[src/rtl/mc_pkg.sv]
// mc_pkg: shared constants for the multicycle MIPS-subset controller.
// Holds the opcode/funct encodings, the FSM state encoding, the decoded
// instruction classes and the datapath select encodings.
package mc_pkg;

  // Opcodes (IR[31:26])
  localparam logic [5:0] OP_RTYPE = 6'h00;
  localparam logic [5:0] OP_J     = 6'h02;
  localparam logic [5:0] OP_JAL   = 6'h03;
  localparam logic [5:0] OP_BEQ   = 6'h04;
  localparam logic [5:0] OP_ORI   = 6'h0D;
  localparam logic [5:0] OP_LUI   = 6'h0F;
  localparam logic [5:0] OP_LW    = 6'h23;
  localparam logic [5:0] OP_SW    = 6'h2B;

  // R-type funct codes (IR[5:0])
  localparam logic [5:0] FN_ADDU = 6'h21;
  localparam logic [5:0] FN_SUBU = 6'h23;

  typedef enum logic [2:0] {
    S_IF   = 3'd0,
    S_ID   = 3'd1,
    S_EX   = 3'd2,
    S_MEM  = 3'd3,
    S_WB   = 3'd4,
    S_HALT = 3'd5
  } state_e;

  typedef enum logic [3:0] {
    C_R_ADD, C_R_SUB, C_ORI, C_LUI, C_LW, C_SW, C_BEQ, C_J, C_JAL, C_ILL
  } iclass_e;

  localparam logic [1:0] ALU_ADD = 2'b00;
  localparam logic [1:0] ALU_SUB = 2'b01;
  localparam logic [1:0] ALU_OR  = 2'b10;
  localparam logic [1:0] ALU_LUI = 2'b11;

  localparam logic [1:0] PC_SEQ = 2'b00;
  localparam logic [1:0] PC_BR  = 2'b01;
  localparam logic [1:0] PC_JMP = 2'b10;

  localparam logic [1:0] DST_RT = 2'b00;
  localparam logic [1:0] DST_RD = 2'b01;
  localparam logic [1:0] DST_RA = 2'b10;

  localparam logic [1:0] WSRC_ALU = 2'b00;
  localparam logic [1:0] WSRC_MDR = 2'b01;
  localparam logic [1:0] WSRC_NPC = 2'b10;

endpackage

[src/rtl/mc_decode.sv]
// mc_decode: combinational instruction classifier.
// Ports:
//   i_op    - IR[31:26]
//   i_funct - IR[5:0]
//   o_cls   - decoded instruction class (C_ILL for anything unsupported)
// Configuration: MC_CTRL_JAL_EN enables decoding of jal; otherwise op 0x03 is illegal.
module mc_decode
  import mc_pkg::*;
(
  input  logic [5:0] i_op,
  input  logic [5:0] i_funct,
  output iclass_e    o_cls
);

  always_comb begin
    o_cls = C_ILL;
    case (i_op)
      OP_RTYPE: begin
        if (i_funct == FN_ADDU)      o_cls = C_R_ADD;
        else if (i_funct == FN_SUBU) o_cls = C_R_SUB;
        else                         o_cls = C_ILL;
      end
      OP_ORI: o_cls = C_ORI;
      OP_LUI: o_cls = C_LUI;
      OP_LW:  o_cls = C_LW;
      OP_SW:  o_cls = C_SW;
      OP_BEQ: o_cls = C_BEQ;
      OP_J:   o_cls = C_J;
`ifdef MC_CTRL_JAL_EN
      OP_JAL: o_cls = C_JAL;
`else
      OP_JAL: o_cls = C_ILL;
`endif
      default: o_cls = C_ILL;
    endcase
  end

endmodule

[src/rtl/mc_ctrl.sv]
// mc_ctrl: multicycle control FSM for the MIPS-subset datapath.
// Sequences IF/ID/EX/MEM/WB around one shared ALU and drives every datapath
// strobe and select combinationally from the current state and IR fields.
// Ports:
//   clk, reset (async, active-high)
//   op, funct  - IR fields; zero - ALU zero flag (sampled by beq in EX)
//   ir_we, pc_we, dm_we, rf_we, retire - strobes, forced low while reset is high
//   pc_src, alu_op, alu_srcb, ext_op, rf_dst, rf_wsrc - datapath selects
//   illegal - sticky flag set when an undecodable instruction enters S_HALT
//   state   - current FSM state for debug
// Configuration: MC_CTRL_JAL_EN (in mc_decode) adds jal as a 2-cycle instruction.
module mc_ctrl
  import mc_pkg::*;
(
  input  logic       clk,
  input  logic       reset,
  input  logic [5:0] op,
  input  logic [5:0] funct,
  input  logic       zero,
  output logic       ir_we,
  output logic       pc_we,
  output logic [1:0] pc_src,
  output logic [1:0] alu_op,
  output logic       alu_srcb,
  output logic       ext_op,
  output logic       dm_we,
  output logic       rf_we,
  output logic [1:0] rf_dst,
  output logic [1:0] rf_wsrc,
  output logic       retire,
  output logic       illegal,
  output logic [2:0] state
);

  state_e  r_state;
  state_e  w_state_d;
  logic    r_illegal;
  iclass_e w_cls;

  logic w_ir_we, w_pc_we, w_dm_we, w_rf_we, w_retire;

  mc_decode u_decode (
    .i_op    (op),
    .i_funct (funct),
    .o_cls   (w_cls)
  );

  always_ff @(posedge clk or posedge reset) begin
    if (reset) begin
      r_state   <= S_IF;
      r_illegal <= 1'b0;
    end else begin
      r_state <= w_state_d;
      if (r_state == S_ID && w_cls == C_ILL) r_illegal <= 1'b1;
    end
  end

  always_comb begin
    w_state_d = r_state;
    w_ir_we   = 1'b0;
    w_pc_we   = 1'b0;
    w_dm_we   = 1'b0;
    w_rf_we   = 1'b0;
    w_retire  = 1'b0;
    pc_src    = PC_SEQ;
    alu_op    = ALU_ADD;
    alu_srcb  = 1'b0;
    ext_op    = 1'b0;
    rf_dst    = DST_RT;
    rf_wsrc   = WSRC_ALU;

    case (r_state)
      S_IF: begin
        w_ir_we   = 1'b1;
        w_pc_we   = 1'b1;
        pc_src    = PC_SEQ;
        w_state_d = S_ID;
      end

      S_ID: begin
        case (w_cls)
          C_J: begin
            w_pc_we   = 1'b1;
            pc_src    = PC_JMP;
            w_retire  = 1'b1;
            w_state_d = S_IF;
          end
          C_JAL: begin
            w_pc_we   = 1'b1;
            pc_src    = PC_JMP;
            w_rf_we   = 1'b1;
            rf_dst    = DST_RA;
            rf_wsrc   = WSRC_NPC;
            w_retire  = 1'b1;
            w_state_d = S_IF;
          end
          C_ILL:   w_state_d = S_HALT;
          default: w_state_d = S_EX;
        endcase
      end

      S_EX: begin
        case (w_cls)
          C_R_ADD: begin
            alu_op    = ALU_ADD;
            w_state_d = S_WB;
          end
          C_R_SUB: begin
            alu_op    = ALU_SUB;
            w_state_d = S_WB;
          end
          C_ORI: begin
            alu_op    = ALU_OR;
            alu_srcb  = 1'b1;
            w_state_d = S_WB;
          end
          C_LUI: begin
            alu_op    = ALU_LUI;
            alu_srcb  = 1'b1;
            w_state_d = S_WB;
          end
          // sw shares the lw address computation (base + sign-extended offset).
          C_LW, C_SW: begin
            alu_op    = ALU_ADD;
            alu_srcb  = 1'b1;
            ext_op    = 1'b1;
            w_state_d = S_MEM;
          end
          C_BEQ: begin
            alu_op    = ALU_SUB;
            pc_src    = PC_BR;
            w_pc_we   = zero;
            w_retire  = 1'b1;
            w_state_d = S_IF;
          end
          default: w_state_d = S_IF;
        endcase
      end

      S_MEM: begin
        if (w_cls == C_SW) begin
          w_dm_we   = 1'b1;
          w_retire  = 1'b1;
          w_state_d = S_IF;
        end else begin
          w_state_d = S_WB;
        end
      end

      S_WB: begin
        w_rf_we   = 1'b1;
        w_retire  = 1'b1;
        w_state_d = S_IF;
        case (w_cls)
          C_R_ADD, C_R_SUB: rf_dst  = DST_RD;
          C_LW:             rf_wsrc = WSRC_MDR;
          default:          rf_dst  = DST_RT;
        endcase
      end

      S_HALT:  w_state_d = S_HALT;
      default: w_state_d = S_IF;
    endcase
  end

  // Gate write strobes with the raw reset so a reset mid-instruction writes nothing.
  assign ir_we   = w_ir_we  & ~reset;
  assign pc_we   = w_pc_we  & ~reset;
  assign dm_we   = w_dm_we  & ~reset;
  assign rf_we   = w_rf_we  & ~reset;
  assign retire  = w_retire & ~reset;
  assign illegal = r_illegal;
  assign state   = r_state;

endmodule

[config.mk]
export PLATFORM = sky130hd
export DESIGN_NAME = mc_ctrl
export DESIGN_NICKNAME = d
export VERILOG_FILES = /design/src/rtl/mc_pkg.sv /design/src/rtl/mc_decode.sv /design/src/rtl/mc_ctrl.sv
export SDC_FILE = /design/constraint.sdc
export NUM_CORES = 1
export LEC_CHECK = 0
export BUFFER_PORTS_ARGS = -buffer_cell sky130_fd_sc_hd__buf_2
export CORE_AREA = 10 10 47 49
export DETAILED_ROUTE_END_ITERATION = 10
export DIE_AREA = 0 0 57 59
export PLACE_DENSITY_LB_ADDON = 0.15
export REMOVE_ABC_BUFFERS = 1
export SETUP_SLACK_MARGIN = 0.2
export SYNTH_ARGS = -nofsm -noshare
export SYNTH_HDL_FRONTEND = slang
export SYNTH_SLANG_ARGS = --single-unit
[constraint.sdc]
create_clock -name clk -period 3.7 [get_ports clk]
set_input_delay 0.185 -clock clk [delete_from_list [all_inputs] [get_ports clk]]
set_output_delay 0.185 -clock clk [all_outputs]
set_load 0.1 [all_outputs]
## Yosys cells after proc, flatten, opt, wreduce, memory -nomap -nowiden

Cells that the tools add are included.
Widths: inputs -> output; s select.

| word-level totals | value |
|---|---|
| register bits after elaboration | 4 |
| latch bits | 0 |
| RAM bits | 0 |
| ROM bits | 0 |
| bits of input ports | 15 |
| memories | 0 |

| operators by class | value |
|---|---|
| $add $sub $neg | 0 |
| multiply operators | 0 |
| divide/modulo/power cells | 0 |
| $lt $le $gt $ge | 0 |
| equality and inequality tests | 22 |
| shift-type cells | 0 |
| multiplexer cells | 31 |
| bitwise gates (word level) | 6 |
| reductions and logical operators | 10 |

Operator list:

| kind | count |
|---|---|
| $pmux 4 s7 | 1 |
| $eq 6x6->1 const B | 4 |
| $eq 4x3->1 const B | 4 |
| $pmux 3 s5 | 1 |
| $mux 1 | 14 |
| $eq 6x4->1 const B | 2 |
| $pmux 2 s2 | 3 |
| $pmux 3 s2 | 2 |
| $eq 4x2->1 const B | 2 |
| $eq 4x4->1 const B | 2 |
| $mux 4 | 2 |
| $reduce_or 2->1 | 4 |
| $reduce_or 4->1 | 2 |
| $eq 3x2->1 const B | 2 |
| $eq 3x3->1 const B | 2 |
| $eq 6x2->1 const B | 1 |
| $eq 6x3->1 const B | 1 |
| $logic_not 6->1 | 1 |
| $mux 2 | 3 |
| $pmux 2 s3 | 1 |
| $and 1x1->1 | 5 |
| $eq 4x1->1 const B | 1 |
| $logic_not 4->1 | 1 |
| $pmux 1 s4 | 1 |
| 7 further kinds | 7 |

## Depth between registers and ports, before layout

Gate-level depths: netlist of run 1.

| logic depth | value |
|---|---|
| word-level depth | 9 |
| gate-level depth with buffers | 6 |

## By module

Synthesis of run 1 repeated with hierarchy kept, for this count alone.

| unflattened totals | value |
|---|---|
| cells, all modules | 88 |
| area total of the unflattened synthesis | 683.2 um^2 |

By module, submodules not included:

| module | times used | cells each | area each (um^2) | sequential area each (um^2) |
|---|---|---|---|---|
| mc_ctrl | 1 | 65 | 516.7 | 100.1 |
| mc_decode | 1 | 23 | 166.4 | 0.0 |

## Worst setup path after synthesis of run 1

OpenSTA, ideal clock, no wires.

| timing path | value |
|---|---|
| kind | register to output |
| from | register r_state[1], in the netlist state[1] |
| to | output pc_we |
| arrival | 4380 ps |
| required time | 3515 ps |
| setup slack | -865 ps |
| cell stages (with the launch flop) | 6 |
| buffers on the path | 1 |
| path through | dfrtp_1 > clkbuf_1 > nand3_1 > nor2_1 > nand2_1 > a21oi_1 |

| on the way | value |
|---|---|
| word-level cells in the longest chain between the ends | 3 |

Ends and longest elaborated chain:

| what | line | text |
|---|---|---|
| from (decl) | mc_ctrl.sv:35 | `state_e r_state;` |
| from (signal assigned) | mc_ctrl.sv:53 | `r_state <= w_state_d;` |
| $eq 3x2->1 (tied with other cells) | mc_ctrl.sv:72 | `case (r_state)` |
| $pmux 1 s3 (*) | mc_ctrl.sv:72 |  |
| $and 1x1->1 (*) | mc_ctrl.sv:168 | `assign pc_we = w_pc_we & ~reset;` |
| to (decl) | mc_ctrl.sv:21 | `output logic pc_we,` |

Every way passes the cells marked *; elsewhere a longest branch is shown, timed or not.

## Worst setup path after layout of run 1

| timing path | value |
|---|---|
| from | register r_state[0], in the netlist state[0] |
| to | output retire |

| on the way | value |
|---|---|
| word-level cells in the longest chain between the ends | 3 |

Ends and longest elaborated chain:

| what | line | text |
|---|---|---|
| $eq 3x3->1 (tied with other cells) | mc_ctrl.sv:72 |  |
| $pmux 1 s4 (*) | mc_ctrl.sv:72 |  |
| $and 1x1->1 (*) | mc_ctrl.sv:171 | `assign retire = w_retire & ~reset;` |
| to (decl) | mc_ctrl.sv:30 | `output logic retire,` |

Marks and branches as above.

==> flow_summary.yaml, run 1 <==
pwr:
  p_leak_nw: 0.324
  peakVddDrop_uv: 128
  powerDensity_nw_per_um2: 390
finish:
  drive_gt1_share_pct: 37.5
  final_cell_mix: "buf_2 (31), nor2_1 (10), nand2_1 (8)"
  finalNonFillerCells: 120
  antenna_cells: 0
  mostFrequentLayoutCell: "buf_2"
  fillCellCount: 170
  syn2layout_area_growth_pct: 34.6
  fin_nets: 121
floorplan:
  die-area_um2: 3360
  initial_core_util_pct: 36.6
  die_h_um: 59
  top_level_ports: 34
  rows: 14
  fp.dieW_um: 57
  coreArea_um2: 1400
worst_setup_path:
  crit_type: "register to primary output"
  crit_chain: "or3_1, o21a_1, a21oi_1, buf_2"
  cp_slowest_stage_delay_ns: 0.50
  cp_slowest_cell: "dfrtp_1"
  startpoint_type: "register"
  cp_num_buf_inv: 1
  worst_path_dominant_cell_family: "flip-flops"
  cp.arrival_ns: 1.86
  cp-end-kind: "primary output"
  required_ns: 3.51
  path_max_fanout: 12
timing:
  post-route-period-util_pct: 55.4
  setup_viol: 0
  whs_ns: 0.306
  hold_viol_final: 0
  clock.fmax_mhz: 488
  worst_slack_ns: 1.65
  clock_skew_ns: 0.00459
  maxSlewViolCount: 0
  tns_ns: 0
  rsz0062_at_grt: "false"
  period_needed_ns: 2.05
detailed_routing:
  ant_nets: 0
  wl_per_cell_um: 14.0
  drc: 0
  dr.pass1.iters: 4
  routed_wl_um: 1680
  first_iter_violations: 3
  via_per_inst: 5.18
  dr_total_vias: 621
placed_design:
  post-place-ws_ns: 1.79
  dpl.hpwl_um: 1430
  gp_congestion: 0.768
  dp.cells: 116
  port_buffers: 31
synthesis:
  yosysTopAreaCell: "dfrtp_1"
  ys_seq_area_share_pct: 19.5
  synthXorXnorAreaFrac_pct: 1.71
  muxShareOfSynthArea_pct: 0
  synthCells: 73
  synth-simple-area-share_pct: 41.0
  synth_edf_count: 0
  synth_compound_area_share_pct: 28.3
  syn_avg_cell_area_um2: 7.03
  yosys-top-cells-area: "dfrtp_1 (20%), nor2_1 (7.3%), a21oi_1 (5.9%)"
  ys_seq_elements: 4
  synth_adder_area_share_pct: 0
  ys_types: 34
  synth_top_family_by_area: "simple AND/OR/NAND/NOR gates"
  async_reset_ff_share_pct: 100
  synth_top_area_share_pct: 19.5
  syn_area_um2: 513
  synth-main-ff-cell: "dfrtp_1"
  yosysWarnings: 0
global_route:
  grt_max_degree: 13
  grt_remaining_overflow: 0
  antenna_found_initial: 0
  grt_pass1_wl_um: 2730
  grt_use_total_pct: 9.59
  grt_pass1_vias: 619
clock_network:
  path_clk_slew_ns: 0.03
  numCtsBuffers: 3
  htreeDepth: 1
  ctsHoldBuffers: 1
  clockBufferDepth: 2
  cts_tree: "yes"
  cts_resized: 0
  cts_setup_buffers: 0
  ctsRootBufferMaster: "clkbuf_4"
  cts.sinks: 4
  insertion_delay_ns: 0.23
run_status:
  status: "complete, no violations"
hold_path:
  hold_path_class: "primary input to register"
flow_run:
  drv_cap: 0
[worst register-to-register path, stage by stage (launching register included)]
cell and delay (ns):
dfrtp_1 0.55, inv_2 0.09, nand3_1 0.19, nor2_1 0.10, a41o_1 0.21
[synthesized netlist by cell type, types with 2 or more instances]
| master | number |
|---|---|
| nand4_1 | 2 |
| inv_1 | 2 |
| nor2b_1 | 3 |
| nor2_1 | 10 |
| nor3b_1 | 2 |
| clkbuf_1 | 2 |
| dfrtp_1 | 4 |
| a21o_1 | 2 |
| buf_4 | 2 |
| o21ai_0 | 3 |
| or3_1 | 3 |
| nand2_1 | 8 |
| a21oi_1 | 6 |
| nand3_1 | 4 |
[metrics by stage]
stage | total power [mW] | cell area, um2 | util (%)
CTS | 0.272 | 691 | 49.3
detailed placement | 0.218 | 658 | 47.0
global placement | 0.216 | 658 | 47.0
floorplan | 0.183 | 483 | -
finish | 0.269 | 691 | 49.3
global route | 0.284 | 691 | 49.3
[routing by layer]
layer / part of all wire [%] / track usage, %
met5: 0 / 0
met4: 1.0 / 3.02
met3: 6.9 / 2.58
met2: 53 / 17.5
met1: 39 / 10.5
[power by group]
| group | switching, mW | internal [mW] |
|---|---|---|
| registers | 0.0144 | 0.0496 |
| clock network | 0.0160 | 0.0362 |
| logic | 0.121 | 0.0318 |
[path summary, 6_finish.rpt]
check / end / cells past startpoint / from / slack, ns
setup / recovery: retire / 4 / state[0] / 1.65
max in group asynchronous: illegal / 3 / reset / 3.10
min in group asynchronous: state[2] / 3 / reset / 0.44
hold / removal: illegal / 3 / op[4] / 0.31
setup reg to reg: state[1] / 4 / state[0] / 2.45
hold reg to reg: illegal / 1 / illegal / 0.46
[logic make-up after synthesis]
kind of cell	Yosys count
xor gates and xnor gates	1
and+or+nand+nor	39
AOI/OAI and AO/OA	20
other	1
DFF	4
buffers and inverters	8
[cell type report]
class	count	area [um2]	area share, %
flip-flops and latches	4	100	14.5
clock buffers	3	22.5	3.26
repair buffers	32	165	23.9
inverters	3	11.3	1.63
multi-input cells	62	372	53.8
well taps	16	20.0	2.90
[sequential cells by signal, indices dropped and copies added (netlist names)]
signal	cells
state	3
illegal	1
No activity file was read; power rests on OpenSTA's default activity.
==> inputs of run 2 (changes only) <==
Settings changed: CORE_AREA 10 10 47 49 to default, CORE_MARGIN from default to 10, CORE_UTILIZATION from default to 36, DIE_AREA 0 0 57 59 to default.
Clock period 3.7 ns to 1.64 ns, I/O delays scaled along.
==> run 2 against run 1 <==
Net effect:
- sequential cell count stayed put
- largest cell class unchanged
- the flow now finishes with violations (negative setup slack)
- combinational power grew to 3.6 times the previous value
- power grew to 3.0 times the previous value
==> flow_summary.yaml, run 2 (synthesis gave the netlist of run 1 again) <==
run_status:
  status: "finished, violations left"
  violations: "negative setup slack"
floorplan:
  die_h_um: 57.8
  rows: 13
  die-area_um2: 3340
  top_level_ports: 34
  initial_core_util_pct: 38.9
  fp.dieW_um: 57.8
  coreArea_um2: 1320
timing:
  worst_slack_ns: -0.0431
  rsz0062_at_grt: "true"
  post-route-period-util_pct: 103
  period_needed_ns: 1.68
  maxSlewViolCount: 0
  clock_skew_ns: 0.00741
  hold_viol_final: 0
  setup_viol: 3
  clock.fmax_mhz: 594
pwr:
  peakVddDrop_uv: 539
  powerDensity_nw_per_um2: 688
  p_leak_nw: 0.463
detailed_routing:
  drc: 0
  wl_per_cell_um: 19.5
  via_per_inst: 5.99
  dr.pass1.iters: 4
  dr_total_vias: 820
  ant_nets: 0
  routed_wl_um: 2670
  first_iter_violations: 35
placed_design:
  post-place-ws_ns: 0.0659
  dp.cells: 125
  detailed_place.area_um2: 927
  gp_congestion: 0.767
  port_buffers: 31
  dpl.hpwl_um: 1500
global_route:
  grt_pass1_vias: 798
  grt_use_total_pct: 13.3
  grt_max_degree: 10
  grt_pass1_wl_um: 3670
  grt_remaining_overflow: 0
  antenna_found_initial: 0
worst_setup_path:
  required_ns: 1.56
  cp.arrival_ns: 1.60
  reg2reg_depth: 6
  cp-end-kind: "primary output"
  startpoint_type: "register"
  path_max_fanout: 4
  crit_type: "register to primary output"
clock_network:
  htreeDepth: 1
  cts.sinks: 4
  clockBufferDepth: 2
  insertion_delay_ns: 0.25
  path_clk_slew_ns: 0.05
  cts_tree: "yes"
  numCtsBuffers: 3
  ctsRootBufferMaster: "clkbuf_4"
finish:
  mostFrequentLayoutCell: "buf_2"
  finalNonFillerCells: 137
  final_cell_mix: "buf_2 (18), buf_4 (15), buf_12 (13)"
  finalInstanceArea_um2: 1170
  multi_input_comb_area_um2: 509
  drive_gt1_share_pct: 63.1
  syn2layout_area_growth_pct: 128
  largest_reg_flops: 3
  regArea_um2: 100
  fillCellCount: 64
  antenna_cells: 0
  fin_nets: 139
flow_run:
  drv_cap: 0
hold_path:
  hold_depth: 3
  hold_path_class: "primary input to register"
[run 2: cell count changes in the layout (fill, tap and decap cells not counted), sizes merged]
cell	before	now
buf	31	49
[run 2: where the power goes]
part	leakage, nW	switching, mW	internal, mW
logic	0.407	0.369	0.176
clock network	0.0138	0.0526	0.0827
registers	0.0414	0.0137	0.112
[run 2: area by class of cell]
| class | instances | share of cell area, % |
|---|---|---|
| multi-input cells | 62 | 43.5 |
| repair buffers | 50 | 43.3 |
| flip-flops and latches | 4 | 8.55 |
| clock buffers | 3 | 1.92 |
| well taps | 15 | 1.60 |
| inverters | 3 | 1.18 |
[run 2: worst paths after layout]
check,start,endpoint,slack [ns]
max,state[1],retire,-0.04
min,op[4],illegal,0.22
max reg2reg,state[0],state[1],0.38
min reg2reg,illegal,illegal,0.48
max in group asynchronous,reset,illegal,1.11
min in group asynchronous,reset,state[2],0.36
[run 2: per-stage QoR]
step                hold slack (ns)  setup TNS, ns  util (%)  power [mW]
finish                        0.218        -0.0941      88.9       0.806
CTS                           0.205              0      84.7       0.760
global route                  0.246         -0.333      88.9       0.838
detailed placement           0.0157              0      70.4       0.562
global placement             0.0145              0      70.4       0.558
floorplan                    -0.152         -22.07         -       0.413
[run 2: critical path, stage by stage (launching register included)]
cell and delay [ns]:
dfrtp_1 0.41, or3_4 0.44, o21a_1 0.13, a21oi_2 0.17
buf_12 0.19
[run 2: timing repair]
action	4_1_cts	5_1_grt
hold buffers	1	0
buffers inserted	6	2
setup endpoints to repair	13	14
pin swaps	7	3
endpoints found under the hold margin	4	0
gates resized for setup	25	10
[run 2: per-layer routing]
layer | wire length [um] | up-vias | global-route usage (%)
li1 | - | 362 | -
met1 | 1010 | 391 | 13.0
met2 | 1310 | 59 | 23.9
met3 | 288 | 8 | 6.10
met4 | 65 | 0 | 4.70
met5 | 0 | - | 0
==> inputs of run 3 (changes only) <==
Settings changed: ABC_AREA from default to 1, CORE_UTILIZATION 36 to 37.
==> run 3 against run 2 <==
Net effect:
- synthesized cell count up 47%
- the flow still finishes with violations (negative setup slack)
- utilization fell by 7.5 points
- via count increased by 6.6%
- critical path type unchanged
- largest power group unchanged
- global-route usage about the same
- worst setup slack improved by 0.0019 ns
- clock power about the same
- non-clock buffer count down 4
==> flow_summary.yaml, run 3 <==
worst_setup_path:
  crit_top_cell: "inv_2"
  cp_slowest_cell: "dfrtp_1"
  required_ns: 1.56
  startpoint_type: "register"
  cp.arrival_ns: 1.60
  cp-end-kind: "primary output"
  path_max_fanout: 5
  crit_chain: "inv_2, nand3_4, inv_2, nand4_1, o21ai_2, buf_12"
  cp_slowest_stage_delay_ns: 0.42
  crit_type: "register to primary output"
finish:
  syn2layout_area_growth_pct: 112
  largest_reg_flops: 3
  finalNonFillerCells: 171
  antenna_cells: 0
  final_cell_mix: "nand2_1 (18), inv_1 (18), buf_2 (18)"
  fin_nets: 172
  fillCellCount: 90
  final_core_util_pct: 81.4
  drive_gt1_share_pct: 54.2
floorplan:
  die-area_um2: 3490
  coreArea_um2: 1470
  die_h_um: 59.1
  initial_core_util_pct: 38.4
  fp.dieW_um: 59.1
  rows: 14
  top_level_ports: 34
synthesis:
  yosys-top-cells-area: "dfrtp_1 (18%), inv_1 (17%), nor2_1 (15%)"
  synth_edf_count: 0
  ys_seq_area_share_pct: 17.7
  yosysMostFrequentCell: "inv_1"
  synth_common_cells: "inv_1 (25), nor2_1 (23), nand2_1 (22), nand3_1 (8), nand4_1 (6)"
  yosysWarnings: 0
  synthCells: 107
  ys_seq_elements: 4
  syn_area_um2: 564
  syn_avg_cell_area_um2: 5.27
  yosysTopAreaCell: "dfrtp_1"
  synth_top_area_share_pct: 17.7
  async_reset_ff_share_pct: 100
  synth-main-ff-cell: "dfrtp_1"
  ys_types: 18
timing:
  maxSlewViolCount: 0
  post-route-period-util_pct: 103
  whs_ns: 0.290
  rsz0062_at_grt: "true"
  hold_viol_final: 0
  clock_skew_ns: 0.00263
  setup_viol: 3
  worst_slack_ns: -0.0412
  clock.fmax_mhz: 595
  tns_ns: -0.0486
  period_needed_ns: 1.68
run_status:
  status: "finished, violations left"
  violations: "negative setup slack"
pwr:
  combPwrFrac_pct: 77.1
  peakVddDrop_uv: 665
  p_sw_share_pct: 60.7
  p_seq_share_pct: 12.6
  p_leak_nw: 0.599
  powerDensity_nw_per_um2: 1070
  p_switching_uw: 778
  p_clk_share_pct: 10.3
  intPower_uw: 503
detailed_routing:
  drc: 0
  dr.pass1.iters: 5
  via_per_inst: 5.11
  ant_nets: 0
  dr_total_vias: 874
  first_iter_violations: 41
  wl_per_cell_um: 15.2
  routed_wl_um: 2600
clock_network:
  clockBufferDepth: 2
  path_clk_slew_ns: 0.04
  ctsRootBufferMaster: "clkbuf_4"
  insertion_delay_ns: 0.24
  htreeDepth: 1
  numCtsBuffers: 3
  cts_tree: "yes"
  cts.sinks: 4
global_route:
  grt_pass1_vias: 877
  grt_pass1_wl_um: 3710
  grt_remaining_overflow: 0
  grt_max_degree: 6
  grt_use_total_pct: 13.3
  antenna_found_initial: 0
placed_design:
  dpl.hpwl_um: 1670
  post-place-ws_ns: 0.148
  dp.cells: 154
  port_buffers: 31
  gp_congestion: 0.844
hold_path:
  hold_path_class: "primary input to register"
flow_run:
  drv_cap: 0
run 3: power by group through the flow:
stage          sequential (mW)  clock (mW)  combinational, mW
3_5_place_dp             0.155           0              0.726
2_1_floorplan            0.336           0              0.349
6_report                 0.162       0.132              0.988
5_1_grt                  0.165       0.143               1.03
4_1_cts                  0.155       0.133              0.868
3_3_place_gp             0.152           0              0.721
run 3: final timing paths:
path	start	endpoint	slack (ns)	depth (start not counted)
setup / recovery	state[2]	alu_op[0]	-0.04	6
hold / removal	op[4]	state[2]	0.29	5
setup reg to reg	state[2]	state[2]	0.08	9
hold reg to reg	illegal	illegal	0.46	2
max in group asynchronous	reset	state[1]	1.06	3
min in group asynchronous	reset	state[0]	0.38	3
run 3: what timing repair did:
| item | 4_1_cts | 5_1_grt |
|---|---|---|
| endpoints found under the hold margin | 4 | 0 |
| buffers inserted | 10 | 3 |
| cloned | 0 | 0 |
| resized for setup | 20 | 22 |
| hold buffers | 1 | 0 |
| setup endpoints to repair | 13 | 14 |
| pin swaps | 13 | 7 |
run 3: kinds of logic (layout without fill, tap and decap cells):
| logic type | count (synthesis) | in the layout | synth area share, % |
|---|---|---|---|
| buffers and inverters | 27 | 74 | 19.3 |
| and+or+nand+nor | 69 | 69 | 56.3 |
| other | 1 | 2 | 0.665 |
| AOI/OAI and AO/OA | 6 | 6 | 5.99 |
| DFF | 4 | 4 | 17.7 |
run 3: worst max-delay path: cells and delay by family, from the launching register on:
family          cells  cell delay (ns)
buf+inv             3             0.45
flops               1             0.42
simple gates        2             0.28
compound gates      1             0.20
run 3: layout make-up:
| cell class | instances | area [um2] | share of cell area, % |
|---|---|---|---|
| clock buffers | 3 | 22.5 | 1.88 |
| multi-input cells | 77 | 475 | 39.7 |
| well taps | 16 | 20.0 | 1.67 |
| repair buffers | 46 | 484 | 40.4 |
| flip-flops and latches | 4 | 101 | 8.46 |
| inverters | 25 | 93.8 | 7.84 |
run 3: metrics by stage:
step / total power [mW] / area, um2
after detailed placement: 0.881 / 931
after floorplan: 0.686 / 553
final: 1.28 / 1200
after global placement: 0.872 / 931
after global routing: 1.34 / 1200
after CTS: 1.16 / 1100
run 3: routing by layer:
metal,vias up,global-route usage (%),share of wire [%]
met1,409,12.5,39
met5,-,0,0
met3,5,3.22,6.0
met4,0,8.20,1.8
li1,420,-,-
met2,40,24.9,53
